`src/rtl/data_table_ram_arb_if.sv`:
```
// Engine/RAM bundle for the hash-table data RAM arbiter.
// slave = arbiter side, master = engines plus RAM.
interface data_table_ram_arb_if #(
    parameter int CLIENT_CNT = 4,
    parameter int A_WIDTH    = 8,
    parameter int D_WIDTH    = 64
);
    logic [CLIENT_CNT-1:0]         rd_req_i;
    logic [CLIENT_CNT*A_WIDTH-1:0] rd_addr_i;
    logic [CLIENT_CNT-1:0]         rd_gnt_o;
    logic [D_WIDTH-1:0]            rd_data_o;
    logic [CLIENT_CNT-1:0]         rd_data_val_o;
    logic [CLIENT_CNT-1:0]         wr_req_i;
    logic [CLIENT_CNT*A_WIDTH-1:0] wr_addr_i;
    logic [CLIENT_CNT*D_WIDTH-1:0] wr_data_i;
    logic [CLIENT_CNT-1:0]         wr_gnt_o;
    logic [A_WIDTH-1:0]            ram_rd_addr_o;
    logic [D_WIDTH-1:0]            ram_rd_data_i;
    logic [A_WIDTH-1:0]            ram_wr_addr_o;
    logic [D_WIDTH-1:0]            ram_wr_data_o;
    logic                          ram_wr_en_o;

    modport slave (
        input  rd_req_i, rd_addr_i, wr_req_i, wr_addr_i, wr_data_i,
        input  ram_rd_data_i,
        output rd_gnt_o, rd_data_o, rd_data_val_o, wr_gnt_o,
        output ram_rd_addr_o, ram_wr_addr_o, ram_wr_data_o, ram_wr_en_o
    );

    modport master (
        output rd_req_i, rd_addr_i, wr_req_i, wr_addr_i, wr_data_i,
        output ram_rd_data_i,
        input  rd_gnt_o, rd_data_o, rd_data_val_o, wr_gnt_o,
        input  ram_rd_addr_o, ram_wr_addr_o, ram_wr_data_o, ram_wr_en_o
    );
endinterface

```
`src/rtl/data_table_ram_arb.sv`:
```
// Registered read/write arbiter for the shared hash-table data RAM,
// with per-read client tags and write-to-read forwarding.
module data_table_ram_arb #(
    parameter int CLIENT_CNT  = 4,
    parameter int A_WIDTH     = 8,
    parameter int D_WIDTH     = 64,
    parameter int RAM_LATENCY = 2,
    parameter int RR_MODE     = 1
) (
    input logic                 clk_i,
    input logic                 rst_i,
    data_table_ram_arb_if.slave bus
);
    localparam int IW = (CLIENT_CNT > 1) ? $clog2(CLIENT_CNT) : 1;
    localparam int L  = RAM_LATENCY;

    typedef logic [CLIENT_CNT-1:0] vec_t;
    typedef logic [IW-1:0]         idx_t;

    typedef struct packed {
        logic               vld;
        idx_t               id;
        logic [A_WIDTH-1:0] addr;
        logic               fv;
        logic [D_WIDTH-1:0] fd;
    } tag_t;

    // Requests at or above the pointer win first; otherwise wrap to the lowest.
    function automatic vec_t pick(input vec_t req, input idx_t ptr);
        vec_t msk;
        vec_t hi;
        for (int k = 0; k < CLIENT_CNT; k++) begin
            msk[k] = (RR_MODE != 0) && (k >= int'(ptr));
        end
        hi = req & msk;
        if (hi != '0) return hi & (~hi + vec_t'(1));
        return req & (~req + vec_t'(1));
    endfunction

    function automatic idx_t enc(input vec_t g);
        idx_t r;
        r = '0;
        for (int k = 0; k < CLIENT_CNT; k++) begin
            if (g[k]) r = idx_t'(k);
        end
        return r;
    endfunction

    function automatic idx_t nxt_ptr(input vec_t g, input idx_t p);
        idx_t r;
        r = p;
        for (int k = 0; k < CLIENT_CNT; k++) begin
            if (g[k]) r = (k == CLIENT_CNT - 1) ? '0 : idx_t'(k + 1);
        end
        return r;
    endfunction

    idx_t               rd_ptr;
    idx_t               wr_ptr;
    vec_t               rd_gnt;
    vec_t               wr_gnt;
    logic               rd_any;
    logic               wr_any;
    logic [A_WIDTH-1:0] rd_addr;
    logic [A_WIDTH-1:0] wr_addr;
    logic [D_WIDTH-1:0] wr_data;
    logic               last_hit;
    logic [D_WIDTH-1:0] out_data;

    tag_t stg [0:L];
    tag_t nxt [0:L];

    vec_t               val_q;
    logic [D_WIDTH-1:0] data_q;
    logic               wen_q;
    logic [A_WIDTH-1:0] waddr_q;
    logic [D_WIDTH-1:0] wdata_q;

    assign rd_gnt = pick(bus.rd_req_i, rd_ptr);
    assign wr_gnt = pick(bus.wr_req_i, wr_ptr);
    assign rd_any = |rd_gnt;
    assign wr_any = |wr_gnt;

    always_comb begin
        rd_addr = '0;
        wr_addr = '0;
        wr_data = '0;
        for (int k = 0; k < CLIENT_CNT; k++) begin
            if (rd_gnt[k]) rd_addr = bus.rd_addr_i[k*A_WIDTH +: A_WIDTH];
            if (wr_gnt[k]) begin
                wr_addr = bus.wr_addr_i[k*A_WIDTH +: A_WIDTH];
                wr_data = bus.wr_data_i[k*D_WIDTH +: D_WIDTH];
            end
        end
    end

    // A write granted with a read to the same address is ordered first,
    // and later writes overwrite the captured data (youngest wins).
    always_comb begin
        for (int i = 0; i <= L; i++) nxt[i] = '0;
        nxt[0].vld  = rd_any;
        nxt[0].id   = enc(rd_gnt);
        nxt[0].addr = rd_addr;
        nxt[0].fv   = wr_any && (wr_addr == rd_addr);
        nxt[0].fd   = wr_data;
        for (int i = 1; i <= L; i++) begin
            nxt[i] = stg[i-1];
            if (wr_any && stg[i-1].vld && (stg[i-1].addr == wr_addr)) begin
                nxt[i].fv = 1'b1;
                nxt[i].fd = wr_data;
            end
        end
    end

    assign last_hit = wr_any && stg[L].vld && (stg[L].addr == wr_addr);

    always_comb begin
        out_data = bus.ram_rd_data_i;
        if (last_hit)        out_data = wr_data;
        else if (stg[L].fv)  out_data = stg[L].fd;
    end

    always_ff @(posedge clk_i) begin
        if (rst_i) begin
            rd_ptr  <= '0;
            wr_ptr  <= '0;
            val_q   <= '0;
            data_q  <= '0;
            wen_q   <= 1'b0;
            waddr_q <= '0;
            wdata_q <= '0;
            for (int i = 0; i <= L; i++) stg[i] <= '0;
        end else begin
            rd_ptr  <= nxt_ptr(rd_gnt, rd_ptr);
            wr_ptr  <= nxt_ptr(wr_gnt, wr_ptr);
            val_q   <= stg[L].vld ? (vec_t'(1) << stg[L].id) : '0;
            data_q  <= out_data;
            wen_q   <= wr_any;
            waddr_q <= wr_addr;
            wdata_q <= wr_data;
            for (int i = 0; i <= L; i++) stg[i] <= nxt[i];
        end
    end

    assign bus.rd_gnt_o      = rd_gnt;
    assign bus.wr_gnt_o      = wr_gnt;
    assign bus.rd_data_val_o = val_q;
    assign bus.rd_data_o     = data_q;
    assign bus.ram_rd_addr_o = stg[0].addr;
    assign bus.ram_wr_en_o   = wen_q;
    assign bus.ram_wr_addr_o = waddr_q;
    assign bus.ram_wr_data_o = wdata_q;
endmodule

```
`src/flat_wrapper.sv`:
```
// flat-port wrapper written by rule: the top's interface ports become plain ports
module data_table_ram_arb_flat 
#(
    parameter int CLIENT_CNT  = 4,
    parameter int A_WIDTH     = 8,
    parameter int D_WIDTH     = 64,
    parameter int RAM_LATENCY = 2,
    parameter int RR_MODE     = 1
)
  (clk_i, rst_i, bus_rd_req_i, bus_rd_addr_i, bus_wr_req_i, bus_wr_addr_i, bus_wr_data_i, bus_ram_rd_data_i, bus_rd_gnt_o, bus_rd_data_o, bus_rd_data_val_o, bus_wr_gnt_o, bus_ram_rd_addr_o, bus_ram_wr_addr_o, bus_ram_wr_data_o, bus_ram_wr_en_o);
  data_table_ram_arb_if #(.CLIENT_CNT(CLIENT_CNT), .A_WIDTH(A_WIDTH), .D_WIDTH(D_WIDTH)) bus_i ();
  input logic clk_i;
  input logic rst_i;
  input wire logic [$bits(bus_i.rd_req_i)-1:0] bus_rd_req_i;
  input wire logic [$bits(bus_i.rd_addr_i)-1:0] bus_rd_addr_i;
  input wire logic [$bits(bus_i.wr_req_i)-1:0] bus_wr_req_i;
  input wire logic [$bits(bus_i.wr_addr_i)-1:0] bus_wr_addr_i;
  input wire logic [$bits(bus_i.wr_data_i)-1:0] bus_wr_data_i;
  input wire logic [$bits(bus_i.ram_rd_data_i)-1:0] bus_ram_rd_data_i;
  output wire logic [$bits(bus_i.rd_gnt_o)-1:0] bus_rd_gnt_o;
  output wire logic [$bits(bus_i.rd_data_o)-1:0] bus_rd_data_o;
  output wire logic [$bits(bus_i.rd_data_val_o)-1:0] bus_rd_data_val_o;
  output wire logic [$bits(bus_i.wr_gnt_o)-1:0] bus_wr_gnt_o;
  output wire logic [$bits(bus_i.ram_rd_addr_o)-1:0] bus_ram_rd_addr_o;
  output wire logic [$bits(bus_i.ram_wr_addr_o)-1:0] bus_ram_wr_addr_o;
  output wire logic [$bits(bus_i.ram_wr_data_o)-1:0] bus_ram_wr_data_o;
  output wire logic [$bits(bus_i.ram_wr_en_o)-1:0] bus_ram_wr_en_o;
  assign bus_i.rd_req_i = bus_rd_req_i;
  assign bus_i.rd_addr_i = bus_rd_addr_i;
  assign bus_i.wr_req_i = bus_wr_req_i;
  assign bus_i.wr_addr_i = bus_wr_addr_i;
  assign bus_i.wr_data_i = bus_wr_data_i;
  assign bus_i.ram_rd_data_i = bus_ram_rd_data_i;
  assign bus_rd_gnt_o = bus_i.rd_gnt_o;
  assign bus_rd_data_o = bus_i.rd_data_o;
  assign bus_rd_data_val_o = bus_i.rd_data_val_o;
  assign bus_wr_gnt_o = bus_i.wr_gnt_o;
  assign bus_ram_rd_addr_o = bus_i.ram_rd_addr_o;
  assign bus_ram_wr_addr_o = bus_i.ram_wr_addr_o;
  assign bus_ram_wr_data_o = bus_i.ram_wr_data_o;
  assign bus_ram_wr_en_o = bus_i.ram_wr_en_o;
  data_table_ram_arb #(.CLIENT_CNT(CLIENT_CNT), .A_WIDTH(A_WIDTH), .D_WIDTH(D_WIDTH), .RAM_LATENCY(RAM_LATENCY), .RR_MODE(RR_MODE)) u_core (.clk_i(clk_i), .rst_i(rst_i), .bus(bus_i));
endmodule
```
`config.mk`:
```
export PLATFORM = sky130hd
export DESIGN_NAME = data_table_ram_arb_flat
export DESIGN_NICKNAME = d
export VERILOG_FILES = /design/src/rtl/data_table_ram_arb_if.sv /design/src/rtl/data_table_ram_arb.sv /design/src/flat_wrapper.sv
export SDC_FILE = /design/constraint.sdc
export NUM_CORES = 1
export LEC_CHECK = 0
export BUFFER_PORTS_ARGS = -buffer_cell sky130_fd_sc_hd__buf_2
export CAP_MARGIN = 20
export CORE_AREA = 3 3 215 217
export CTS_CLUSTER_DIAMETER = 100
export DETAILED_ROUTE_END_ITERATION = 6
export DIE_AREA = 0 0 218 220
export PLACE_DENSITY = 0.52
export SLEW_MARGIN = 10
export SYNTH_ARGS = -nofsm -noshare
export SYNTH_HDL_FRONTEND = slang
export SYNTH_SLANG_ARGS = --single-unit
```
`constraint.sdc`:
```
create_clock -name clk_i -period 3.7 [get_ports clk_i]
set_input_delay 0.74 -clock clk_i [delete_from_list [all_inputs] [get_ports clk_i]]
set_output_delay 0.74 -clock clk_i [all_outputs]
set_load 0.01 [all_outputs]
```
# After elaboration in Yosys (flattened, before gate mapping)
# Memory sizes are Yosys's and may differ from the RTL's.
# Index checks and enable logic that the tools add are counted.
# totals
mem_bits_rw	228
wordCells	90
inputBits	394
output_inout_bits	157
regBits	145
mem_count	1
# mem_list
memory	words	word_bits	read_ports	rd_ports_with_merged_regs	write_ports	line	rtl
u_core.stg	3	76	3	0	3	data_table_ram_arb.sv:70	tag_t stg [0:L];
# op_classes
addsub	4
n_mux	37
n_reduce_logical	16
order_cmp	6
shifts	1
eq_ne	4
bitwise_logic	14
# ops
op	count
64-bit 2-to-1 mux	6
76-bit 2-to-1 mux	3
65-bit 2-to-1 mux	2
8-bit 2-to-1 mux	8
8-bit equality test	4
4-bit AND	6
4-bit by 1-bit adder with 4-bit output (second input constant)	4
2-bit 2-to-1 mux	8
4-bit 2-to-1 mux	4
4-bit NOT	4
1-bit by 2-bit greater-or-equal comparator with 1-bit output (first input constant)	4
4-bit nonzero test	2
4-bit OR reduction	2
1-bit logical AND	7
1-bit 2-to-1 mux	6
3-bit nonzero test	2
2-bit OR reduction	3
2-bit greater-or-equal comparator (first input constant)	2
1-bit by 2-bit << shifter with 4-bit output (first input constant)	1
1-bit OR	3
1-bit NOT	1

# Logic depth before layout (Yosys ltp)
# depth
ltp_word	15
depth_mapped	12
mapped_depth_nobuf	9

# Worst setup path before layout
# OpenSTA, ideal clock, no wires.
# synth_timing
path_type	in2reg
start	in bus_wr_req_i[0]
end	reg u_core.data_q[10], in the netlist u_core.bus.rd_data_o[10]
setup_slack_ns	0.532
path_stages	11
path_buffers	3
arrival_ns	3.047
setup_ns	0.120
required_time_ns	3.580
cell_sequence	o21a_1 a221oi_2 buf_2 a31oi_1 o32ai_2 xnor2_1 nand4_1 or4_1 buf_6 buf_6 mux2i_1
# synth_via
elab_chain_cells	13
elab_cells_between_ends	24
classes_between	2 x add/sub; 1 x eq/ne; 12 x mux; 5 x bitwise; 4 x reduce/logical
# synth_rtl
item	line	rtl
start, declared	flat_wrapper.sv:16	input wire logic [$bits(bus_i.wr_req_i)-1:0] bus_wr_req_i;
4-bit AND	data_table_ram_arb.sv:35	hi = req & msk;
4-bit NOT	data_table_ram_arb.sv:36	if (hi != '0) return hi & (~hi + vec_t'(1));
4-bit by 1-bit adder with 4-bit output	data_table_ram_arb.sv:36	
4-bit AND	data_table_ram_arb.sv:36	
4-bit 2-to-1 mux	data_table_ram_arb.sv:36	
4-bit 2-to-1 mux (*)	data_table_ram_arb.sv:37	return req & (~req + vec_t'(1));
8-bit 2-to-1 mux (4 in series)	data_table_ram_arb.sv:90	if (wr_gnt[k]) begin
8-bit equality test	data_table_ram_arb.sv:115	assign last_hit = wr_any && stg[L].vld && (stg[L].addr == wr_addr);
1-bit logical AND	data_table_ram_arb.sv:115	
64-bit 2-to-1 mux (*)	data_table_ram_arb.sv:119	if (last_hit) out_data = wr_data;
end signal, assigned	data_table_ram_arb.sv:137	data_q <= out_data;
end, declared	data_table_ram_arb.sv:74	logic [D_WIDTH-1:0] data_q;
# Every way passes the cells marked *; elsewhere a longest branch is shown, timed or not. The select of a mux whose other input is x is not followed.
# A chain may end at the register's enable or synchronous reset.

==> tab_implementation.tex <==
\begin{tabular}{lr}
\hline
Metric & Value \\
\hline
\multicolumn{2}{l}{\textbf{Route}} \\
Detailed-route vias per instance & 4.67 \\
Remaining antenna violation count & 0 \\
DRC errors left & 0 \\
Total wirelength of the detailed-routed design & 46,300 um \\
Routed wire per std cell & 17.8 um \\
Count of routing violations after the opening detailed-route iteration & $\sim$520 \\
TritonRoute pass-1 iters & 5 \\
Via count & 12.2k \\
\multicolumn{2}{l}{\textbf{Global routing}} \\
Number of global-route vias before repair & 12.4k \\
Congestion Overflow GR & 0 \\
Antenna violations before repair & 5 \\
Overall global routing resource usage & 0.184 \\
Largest net degree at the start of global routing & between 80 and 90 \\
Wire length of the first global-routing pass & 69,400 um \\
\multicolumn{2}{l}{\textbf{Place}} \\
Port buffer count & 550 \\
Final Wtd Congestion & 0.864 \\
Number of placed instances with taps included & 2,538 \\
Post-DP Area & approximately 17,000 sq um \\
Sum of net half-perimeters after detailed placement & 34,400 um \\
\multicolumn{2}{l}{\textbf{Hold path}} \\
Path type of the worst min-delay path & register to register \\
Cell depth of the worst hold path & 2 \\
\multicolumn{2}{l}{\textbf{Clock network}} \\
Number of hold-repair buffers added at the cts stage & 0 \\
Clock buffer count from CTS & 36 \\
Clock insertion delay at the later pin of the skew report & 0.53 ns \\
Maximum clock insertion buffer count & 3 \\
TritonCTS clock tree & yes \\
Number of H-tree levels & 2 \\
Clock slew at reported path FFs & 0.05 ns \\
Library cell used as clock root buffer & clkbuf\_16 \\
Num Clock Sinks & 309 \\
\multicolumn{2}{l}{\textbf{Setup path}} \\
Arr. time, crit path & 3.83 ns \\
CP max FO & 33 \\
Logic depth of the worst path, buffers included & 9 \\
CP delay by family, top & compound AO/OA/AOI/OAI gates \\
Buffering stage count on the worst path with inverters included & 1 \\
CP Cell Sequence & nor2\_1 > a221oi\_2 > a31oi\_1 > o32ai\_2 > xor2\_1 > nor4\_1 > nand4\_1 > buf\_4 > mux2i\_1 \\
Master of the slowest instance on the critical path & a221oi\_2 \\
Worst Reg-to-Reg Cells & 9 \\
Worst Setup Path Type & register to register \\
Startpoint type of the worst setup path & register \\
Setup crit end kind & register \\
Data required time at the worst endpoint & between 4 and 5 ns \\
Crit path largest cell delay & roughly 0.6 ns \\
\multicolumn{2}{l}{\textbf{Logic synthesis}} \\
Post-synthesis cell count & 1,539 \\
Post-synth ARST share & 0 \\
Most instantiated flip-flop cell in the synthesis netlist & dfxtp\_1 \\
Biggest area consumer among synthesized cells & dfxtp\_1 \\
Warnings, synthesis & 0 \\
Cell variety after synth & 57 \\
Commonest cells post-synth & nand2\_1, dfxtp\_1, mux2i\_1, buf\_4, inv\_1 \\
Post-synth EDFFs & 0 \\
Most repeated cell in the gate-level netlist after synthesis & nand2\_1 \\
Synthesis-stage register bit count & 309 \\
Fraction of synthesized cell area taken by the top area cell type & 0.444 \\
Average size of a mapped cell & 9.06 sq um \\
Proportion of synthesized chip area in sequential cells & 0.444 \\
Synthesized area & 13,900 sq um \\
Number of nets in the synthesized netlist & 1,933 \\
Synth area leaders & dfxtp\_1, mux2i\_1, nand2\_1 \\
\multicolumn{2}{l}{\textbf{Layout}} \\
Final standard cell utilization of the core & 0.405 \\
Post-Layout Inst Area & roughly 18,000 sq um \\
Number of fill cells & 4,545 \\
Fraction of layout cells with a size suffix above 1 & 0.364 \\
Area grow syn2layout & 28.7\% \\
Count of placed standard cells in the final layout, fillers left out & 2,607 \\
Final net count & 2,380 \\
\multicolumn{2}{l}{\textbf{Pwr}} \\
Leakage power summed over all cells & 0.00967 uW \\
Worst voltage drop across the vdd grid & 207 uV \\
Total Power & 8760 uW \\
Power density relative to cell area & 488 nW/um\^{}2 \\
\multicolumn{2}{l}{\textbf{Floorplan}} \\
Width of the chip & 218 um \\
Area of the die & between 40,000 and 50,000 sq um \\
Die Ht & 220 um \\
Placeable core area & 44,300 sq um \\
Effective utilization at floorplan & 0.315 \\
Top-level I/O count & 551 \\
Row count & 77 \\
\multicolumn{2}{l}{\textbf{Timing}} \\
RSZ-0062 raised after global routing & false \\
Count of final setup violators & 0 \\
Measured slew at the worst slew-check pin & 1.07 ns \\
Worst slew margin relative to its limit & 0.288 \\
Final count of hold timing violations & 0 \\
Max Clock Skew & between 0.015 and 0.02 ns \\
Max Freq & slightly below 0.3 GHz \\
Post-route clock period utilization & 0.935 \\
Number of slew-limit violations in the final report & 0 \\
Setup TNS & 0 ns \\
Clock period minus worst slack & roughly 3.5 ns \\
\multicolumn{2}{l}{\textbf{Status}} \\
Result of the run & completed \\
\multicolumn{2}{l}{\textbf{Job}} \\
Number of max-capacitance violations reported & 0 \\
\hline
\end{tabular}
-- placed cells by master, fill, tap and decap left out, types with 4 or more instances in the layout --
cell	Yosys	routed
xnor2_1	13	13
mux2_2	64	64
a21oi_1	18	18
inv_6	0	4
buf_12	0	8
inv_2	3	4
clkbuf_1	69	6
xor2_1	18	18
a41o_1	64	64
a2bb2oi_1	5	5
buf_2	6	549
nor2_1	19	18
nand2_1	459	459
clkbuf_16	0	37
buf_4	81	23
a31oi_1	7	7
nand2b_1	4	4
dfxtp_1	309	308
mux2i_1	192	192
nor2b_1	24	24
o32ai_2	7	7
clkbuf_8	0	9
o22ai_1	14	14
clkinv_2	0	4
nor3_1	11	11
and2_1	8	8
inv_1	80	78
-- power by group --
group / switching (uW) / internal, uW / leakage, uW
sequential: 113 / 3580 / 0.00254
clock: 1390 / 2090 / 0.000576
combinational: 907 / 684 / 0.00655
-- final cells by class --
cell class                      instances  area, sq um  area share
Tap cell                              592          741      0.0413
Antenna cell                            3         7.51    0.000418
Clock inverter                         12          108     0.00600
Multi-Input combinational cell        976         6430       0.358
Sequential cell                       309         6190       0.345
Inverter                               83          317      0.0176
Clock buffer                           52         1070      0.0597
Timing Repair Buffer                  580         3080       0.172
-- per-layer routing --
| metal | track usage | up-vias | wire length (um) |
|---|---|---|---|
| met5 | 0 | - | 25 |
| met4 | 0.0539 | 4 | 1130 |
| met3 | 0.0512 | 84 | 3470 |
| met2 | 0.320 | 454 | 22300 |
| met1 | 0.222 | 5675 | 19400 |
| li1 | - | 5961 | - |
-- state kept, by name (all words and copies together) (netlist names) --
register                  cells
u_core.bus.ram_wr_data_o     63
u_core.bus.rd_data_o         64
u_core.stg                  165
u_core.bus.ram_wr_addr_o      8
u_core.wr_ptr                 2
u_core.rd_ptr                 2
u_core.bus.rd_data_val_o      4
u_core.bus.ram_wr_en_o        1
-- final timing paths --
check	startpoint	to	slack [ns]
min	u_core.stg[0][140]	u_core.stg[0][216]	0.42
max reg2reg	u_core.wr_ptr[1]	u_core.stg[0][92]	0.24
max	u_core.wr_ptr[1]	u_core.stg[0][92]	0.24
min reg2reg	u_core.stg[0][140]	u_core.stg[0][216]	0.42
-- tightest hold or removal path, cell delays in order (launching register included) --
cell and delay [ns]:
dfxtp_1 0.29, inv_1 0.04, a21oi_1 0.05
-- metrics by stage --
| stage | hold slack (ns) | setup slack [ns] |
|---|---|---|
| after floorplan | 0.411 | 0.532 |
| after global placement | 0.410 | -0.0665 |
| after detailed placement | 0.410 | -0.113 |
| after CTS | 0.419 | 0.147 |
| after global routing | 0.442 | 0.0818 |
| final | 0.420 | 0.242 |
-- what timing repair did --
| action | CTS | global route |
|---|---|---|
| setup endpoints to repair | 0 | 44 |
| resized for setup | 0 | 0 |
| setup buffers | 0 | 2 |
-- logic make-up (layout without fill, tap and decap cells) --
group                  Yosys count  in the layout  share of synthesized area
flip-flops                     309            309                      0.444
multiplexers                   256            256                      0.190
XOR/XNOR                        31             31                     0.0195
AND/OR/NAND/NOR                543            543                      0.158
AO/OA/AOI/OAI                  146            146                     0.0927
other                            0              3                          0
buffers and inverters          254            727                     0.0967
Power figures use the tool's default switching activity.
